[src/rtl/gc_resp_rx.sv]
// gc_resp_rx: decodes the 64-bit GameCube controller response and presents it with
// one-cycle valid/error strobes.
`default_nettype none

module gc_resp_rx #(
  parameter int BIT_THRESH  = 96,
  parameter int GLITCH_CYC  = 8,
  parameter int TIMEOUT_CYC = 288
) (
  input  logic        clk,
  input  logic        rst,
  input  logic        GC_enable,
  input  logic        gc_data_in,
  output logic [63:0] resp_data,
  output logic        resp_valid,
  output logic        resp_error,
  output logic        busy
);

  localparam logic [9:0]  THRESH_L  = 10'(BIT_THRESH);
  localparam logic [9:0]  GLITCH_L  = 10'(GLITCH_CYC);
  localparam logic [9:0]  TIMEOUT_L = 10'(TIMEOUT_CYC);
  localparam logic [10:0] ARM_LAST  = 11'(TIMEOUT_CYC * 4 - 1);

  typedef enum logic [1:0] {IDLE, ARMED, LOW, HIGH} state_t;

  state_t      state, state_nx;
  logic        d_meta, d_s, d_prev, en_prev;
  logic [8:0]  run_cnt;
  logic [10:0] arm_cnt;
  logic [6:0]  bit_cnt;
  logic [63:0] shift_reg;

  logic        d_rise, d_fall, en_fall, en_rise;
  logic [9:0]  run_len;
  logic        arm_entry, complete, abort, take_bit, bit_val;

  assign d_rise  = d_s & ~d_prev;
  assign d_fall  = ~d_s & d_prev;
  assign en_fall = en_prev & ~GC_enable;
  assign en_rise = ~en_prev & GC_enable;
  // run_cnt starts at 0 in the cycle after an edge, so the run length is one more
  assign run_len = {1'b0, run_cnt} + 10'd1;
  assign busy    = (state != IDLE);

  always_ff @(posedge clk) begin
    if (rst) state <= IDLE;
    else     state <= state_nx;
  end

  always_comb begin
    state_nx  = state;
    arm_entry = 1'b0;
    complete  = 1'b0;
    abort     = 1'b0;
    take_bit  = 1'b0;
    bit_val   = 1'b0;
    case (state)
      IDLE: begin
        if (en_fall) begin
          state_nx  = ARMED;
          arm_entry = 1'b1;
        end
      end
      ARMED: begin
        if (en_rise)                abort = 1'b1;
        else if (d_fall)            state_nx = LOW;
        else if (arm_cnt == ARM_LAST) abort = 1'b1;
      end
      LOW: begin
        if (en_rise) begin
          abort = 1'b1;
        end else if (d_rise) begin
          if (run_len < GLITCH_L) begin
            abort = 1'b1;
          end else if (bit_cnt < 7'd64) begin
            take_bit = 1'b1;
            bit_val  = (run_len < THRESH_L);
            state_nx = HIGH;
          end else begin
            complete = 1'b1;
          end
        end else if (run_len == TIMEOUT_L) begin
          abort = 1'b1;
        end
      end
      HIGH: begin
        if (en_rise) begin
          abort = 1'b1;
        end else if (d_fall) begin
          state_nx = LOW;
        end else if (run_len == TIMEOUT_L) begin
          // a missing stop bit is tolerated once all 64 data bits are in
          if (bit_cnt == 7'd64) complete = 1'b1;
          else                  abort    = 1'b1;
        end
      end
      default: state_nx = IDLE;
    endcase
    if (complete || abort) state_nx = IDLE;
  end

  always_ff @(posedge clk) begin
    if (rst) begin
      d_meta     <= 1'b1;
      d_s        <= 1'b1;
      d_prev     <= 1'b1;
      en_prev    <= 1'b0;
      run_cnt    <= '0;
      arm_cnt    <= '0;
      bit_cnt    <= '0;
      shift_reg  <= '0;
      resp_data  <= '0;
      resp_valid <= 1'b0;
      resp_error <= 1'b0;
    end else begin
      d_meta     <= gc_data_in;
      d_s        <= d_meta;
      d_prev     <= d_s;
      en_prev    <= GC_enable;
      resp_valid <= complete;
      resp_error <= abort;
      if (complete) resp_data <= shift_reg;

      if (arm_entry || d_rise || d_fall) run_cnt <= '0;
      else if (run_cnt != 9'd511)        run_cnt <= run_cnt + 9'd1;

      // separate wider counter: the no-controller timeout exceeds run_cnt's range
      if (arm_entry)            arm_cnt <= '0;
      else if (state == ARMED)  arm_cnt <= arm_cnt + 11'd1;

      if (arm_entry) begin
        bit_cnt   <= '0;
        shift_reg <= '0;
      end else if (abort) begin
        bit_cnt   <= '0;
      end else if (take_bit) begin
        bit_cnt   <= bit_cnt + 7'd1;
        shift_reg <= {shift_reg[62:0], bit_val};
      end
    end
  end

endmodule

`default_nettype wire
[config.mk]
export PLATFORM = sky130hd
export DESIGN_NAME = gc_resp_rx
export DESIGN_NICKNAME = d
export VERILOG_FILES = /design/src/rtl/gc_resp_rx.sv
export SDC_FILE = /design/constraint.sdc
export NUM_CORES = 1
export LEC_CHECK = 0
export ABC_CLOCK_PERIOD_IN_PS = 8160
export CORE_MARGIN = 4
export CORE_UTILIZATION = 38
export CTS_BUF_LIST = sky130_fd_sc_hd__clkbuf_16
export CTS_CLUSTER_SIZE = 25
export DETAILED_ROUTE_END_ITERATION = 8
export GPL_TIMING_DRIVEN = 0
export PLACE_DENSITY = 0.62
export SYNTH_ARGS = -nofsm -noshare
export SYNTH_HDL_FRONTEND = slang
export SYNTH_SLANG_ARGS = --single-unit
[constraint.sdc]
create_clock -name clk -period 8.16 [get_ports clk]
set_input_delay 1.224 -clock clk [delete_from_list [all_inputs] [get_ports clk]]
set_output_delay 1.224 -clock clk [all_outputs]
set_load 0.01 [all_outputs]
==> results.txt <==
----------------------------------------------------
[Floorplanning]
  Vertical die dimension ... about 140 um
  Total number of placement rows ... between 40 and 50
  Die X-Extent ... around 140 um
  Ports ... about 70
  Floorplan Core Area ... approximately 17000 um^2
  Die area ... 20200 um^2
  Initial Util ... 39.2%

[STA]
  Setup repair after global routing missed its margin ... no
  Fin Hold WS ... roughly 400 ps
  Remaining max-slew budget at the tightest pin ... a little over two fifths
  Hold violation count in the final report ... 0
  Post-layout minimum cycle time ... 3320 ps
  Fmax achieved ... about 300 MHz
  Max Slew Vio Count ... 0
  Final worst path period share ... between 40% and 50%
  Count of final setup violators ... 0
  Worst-Margin Slew ... approximately 860 ps
  Total negative slack for setup checks ... 0 ps
  Worst clock skew on the final layout ... 8.71 ps

[Placed design]
  Final GP Congestion ... roughly 0.77
  Half-perimeter wire length after detailed placement ... 9560 um
  Standard cell area after detailed placement ... 7820 um^2
  IO buf count ... 69

[Yosys]
  Adder-cell share of the synthesized area ... about 1.1%
  Number of storage elements in the synthesis netlist ... ~160
  Cell area after synthesis ... slightly below 7000 um^2
  Fraction of the mapped netlist area in compound gates ... 7.96%
  Post-Syn Nets ... approximately 770
  Simple logic cell fraction of the synthesized area ... approximately 27%
  Average cell area after synthesis ... around 9 um^2
  Synth warn ... 0
  Synth Area in XOR/XNOR ... under 10%
  Gate Count Post-Synth ... about 760
  Portion of netlist area occupied by mux cells ... 10.1%
  Number of distinct library cells after synthesis ... 50
  Main combinational cell family by area after synthesis ... simple AND/OR/NAND/NOR gates
  Sequential area share after synthesis ... 47.6%

[Clock tree]
  Number of clock buffers inserted by TritonCTS ... 17
  Number of clock sinks ... 163
  Clock edge transition at the registers on the reported setup and hold paths ... ~60 ps
  Maximum count of clock buffers along a single path ... 2
  Post-CTS setup buffers ... 0
  TritonCTS clock tree ... done
  Clock insertion delay at the later pin of the skew report ... approximately 420 ps
  Root Buffer ... sky130_fd_sc_hd__clkbuf_16
  Post-cts repair resize count ... 0
  Hold-fix buffers at CTS ... 0
  Maximum level of the CTS H-tree ... 4

[Global route]
  Vias in the first global route ... ~4.8k
  Total global-route track usage ... 14.2%
  Number of antenna violations at the first check in global routing ... 0
  Largest net degree at the start of global routing ... 17
  Global-route wire length before repair ... 23500 um
  Grt ovf ... 0

[Min path]
  Path type of the worst min-delay path ... flop to flop

[Flow run]
  Max-cap violations ... 0

[Final layout]
  Diode insertion count for antenna repair ... 0
  Layout area overhead ... 22.4%
  Most common cell after layout, fill and taps aside ... sky130_fd_sc_hd__dfxtp_1
  Post-layout net count ... roughly 860
  Share of layout cells above drive strength 1 ... 6.73%
  Footprint of the multi-input gates ... roughly 3300 um^2
  FILL cells ... around 1.7k
  Post-route cell area ... 8390 um^2
  Area taken by flip-flops and latches ... about 3300 um^2
  Commonest cells after routing, fill and taps aside ... 163 x sky130_fd_sc_hd__dfxtp_1, 138 x sky130_fd_sc_hd__nand2_1, 132 x sky130_fd_sc_hd__nand2b_1

[Worst setup path]
  Startpoint kind of the worst setup timing path ... flop
  Crit. End Element ... flop
  Max FO, Critical Path ... 10
  CP Data Required Time ... 8500 ps
  Setup CP Type ... flop to flop
  CP Data Arrival Time ... around 3700 ps

[Route]
  Via density per instance ... 4.70
  Starting DRT DRC Count ... around 260
  Average wire per cell in the routed design ... around 13 um
  Number of nets with antenna violations after routing ... 0
  First-pass iteration count of the detailed router ... 4
  Total via count in the routed design ... 5110
  Total wire length ... about 14000 um
  Total DRC errors in the routed layout ... 0

[Power]
  Leakage power summed over all cells ... between 3 and 4 nW
  Areal power density over the cells ... between 150 and 200 nW/um^2
  Total design power ... roughly 1.6 mW
  Worst IR Drop VDD ... about 0.14 mV

[Run status]
  Run status ... completed

----------------------------------------------------
==> synthesized netlist by cell type (all sizes together) <==
cell	count	area share [%]
dfxtp	163	48
nand2	138	7.6
nand2b	132	12
mux2i	69	10
a21oi	67	4.9
clkbuf	32	1.8
nor2	29	1.6
buf	18	1.8
xnor2	12	1.5
nor2b	10	0.91
nor3	10	0.73
nand3	9	0.73
xor2	9	1.2
ha	6	1.1
nand4	5	0.46
a211oi	4	0.62
inv	4	0.22
o21ai	4	0.29
or3	4	0.44
and3	3	0.27
o21a	3	0.33
or2	3	0.27
a21boi	2	0.22
a31oi	2	0.18
and4	2	0.26
nor4	2	0.18
nor4b	2	0.26
a21bo	1	0.15
a21o	1	0.11
a2bb2o	1	0.15
a41oi	1	0.13
and4b	1	0.15
and4bb	1	0.18
nand3b	1	0.11
nand4b	1	0.13
nor3b	1	0.11
nor4bb	1	0.15
o211a	1	0.15
o221a	1	0.16
o22ai	1	0.18
o2bb2a	1	0.29
o31ai	1	0.11
or3b	1	0.13
or4	1	0.11
==> final cells by class <==
| type | count | area share (%) |
|---|---|---|
| Sequential cell | 163 | 38.9 |
| Buffer | 50 | 2.91 |
| Clock buffer | 17 | 5.07 |
| Inverter | 4 | 0.179 |
| Multi-Input combinational cell | 544 | 39.7 |
| Tap cell | 225 | 3.36 |
| Timing Repair Buffer | 69 | 8.23 |
| Clock inverter | 15 | 1.67 |
==> final timing paths <==
kind                                start                          to  slack (ps)  depth (start not counted)
hold / removal          d_meta$_SDFF_PP1_              d_s$_SDFF_PP1_         410                          1
hold reg to reg         d_meta$_SDFF_PP1_              d_s$_SDFF_PP1_         410                          1
setup / recovery  run_cnt[0]$_SDFFE_PP0P_  resp_data[35]$_SDFFE_PP0P_        4840                         13
setup reg to reg  run_cnt[0]$_SDFFE_PP0P_  resp_data[35]$_SDFFE_PP0P_        4840                         13
==> where the power goes <==
| part | total [mW] | internal [mW] | leakage, nW | switching [mW] |
|---|---|---|---|---|
| clock network | 0.768 | 0.447 | 0.280 | 0.320 |
| registers | 0.801 | 0.798 | 1.31 | 0.00249 |
| logic | 0.0456 | 0.0192 | 1.54 | 0.0265 |
| total | 1.61 | 1.26 | 3.14 | 0.349 |
==> per-stage QoR <==
step           instances  setup slack (ps)  util [%]
2_1_floorplan        761              5290         -
3_3_place_gp        1055              4660      44.8
3_5_place_dp        1055              4640      44.8
4_1_cts             1087              4800      48.0
5_1_grt             1087              4610      48.0
6_report            1087              4840      48.0
==> cells by family (layout without fill, tap and decap cells) <==
family / count (synthesis) / after routing
AND/OR/NAND/NOR: 357 / 357
adder cells (fa/ha/maj): 6 / 6
XOR/XNOR: 21 / 21
buffers and inverters: 54 / 155
flip-flops: 163 / 163
multiplexers: 69 / 69
AO/OA/AOI/OAI: 91 / 91
==> per-layer routing <==
| layer | up-vias | track usage [%] | routed length, um |
|---|---|---|---|
| met5 | - | 0 | 0 |
| met2 | 61 | 21.9 | 6210 |
| met3 | 5 | 3.83 | 461 |
| li1 | 2688 | - | - |
| met4 | 0 | 4.39 | 128 |
| met1 | 2356 | 19.5 | 7050 |
==> critical path: stages, from the launching register on <==
cell and delay, ps:
sky130_fd_sc_hd__dfxtp_1 410, sky130_fd_sc_hd__ha_1 290, sky130_fd_sc_hd__nand3_1 100, sky130_fd_sc_hd__nor2_1 100, sky130_fd_sc_hd__ha_1 270, sky130_fd_sc_hd__or3b_2 470
sky130_fd_sc_hd__nor3_1 190, sky130_fd_sc_hd__o211a_1 270, sky130_fd_sc_hd__a21oi_1 130, sky130_fd_sc_hd__o2bb2a_4 220, sky130_fd_sc_hd__clkbuf_2 180, sky130_fd_sc_hd__buf_6 200
sky130_fd_sc_hd__buf_6 190, sky130_fd_sc_hd__mux2i_1 220
Power figures use the tool's default switching activity.
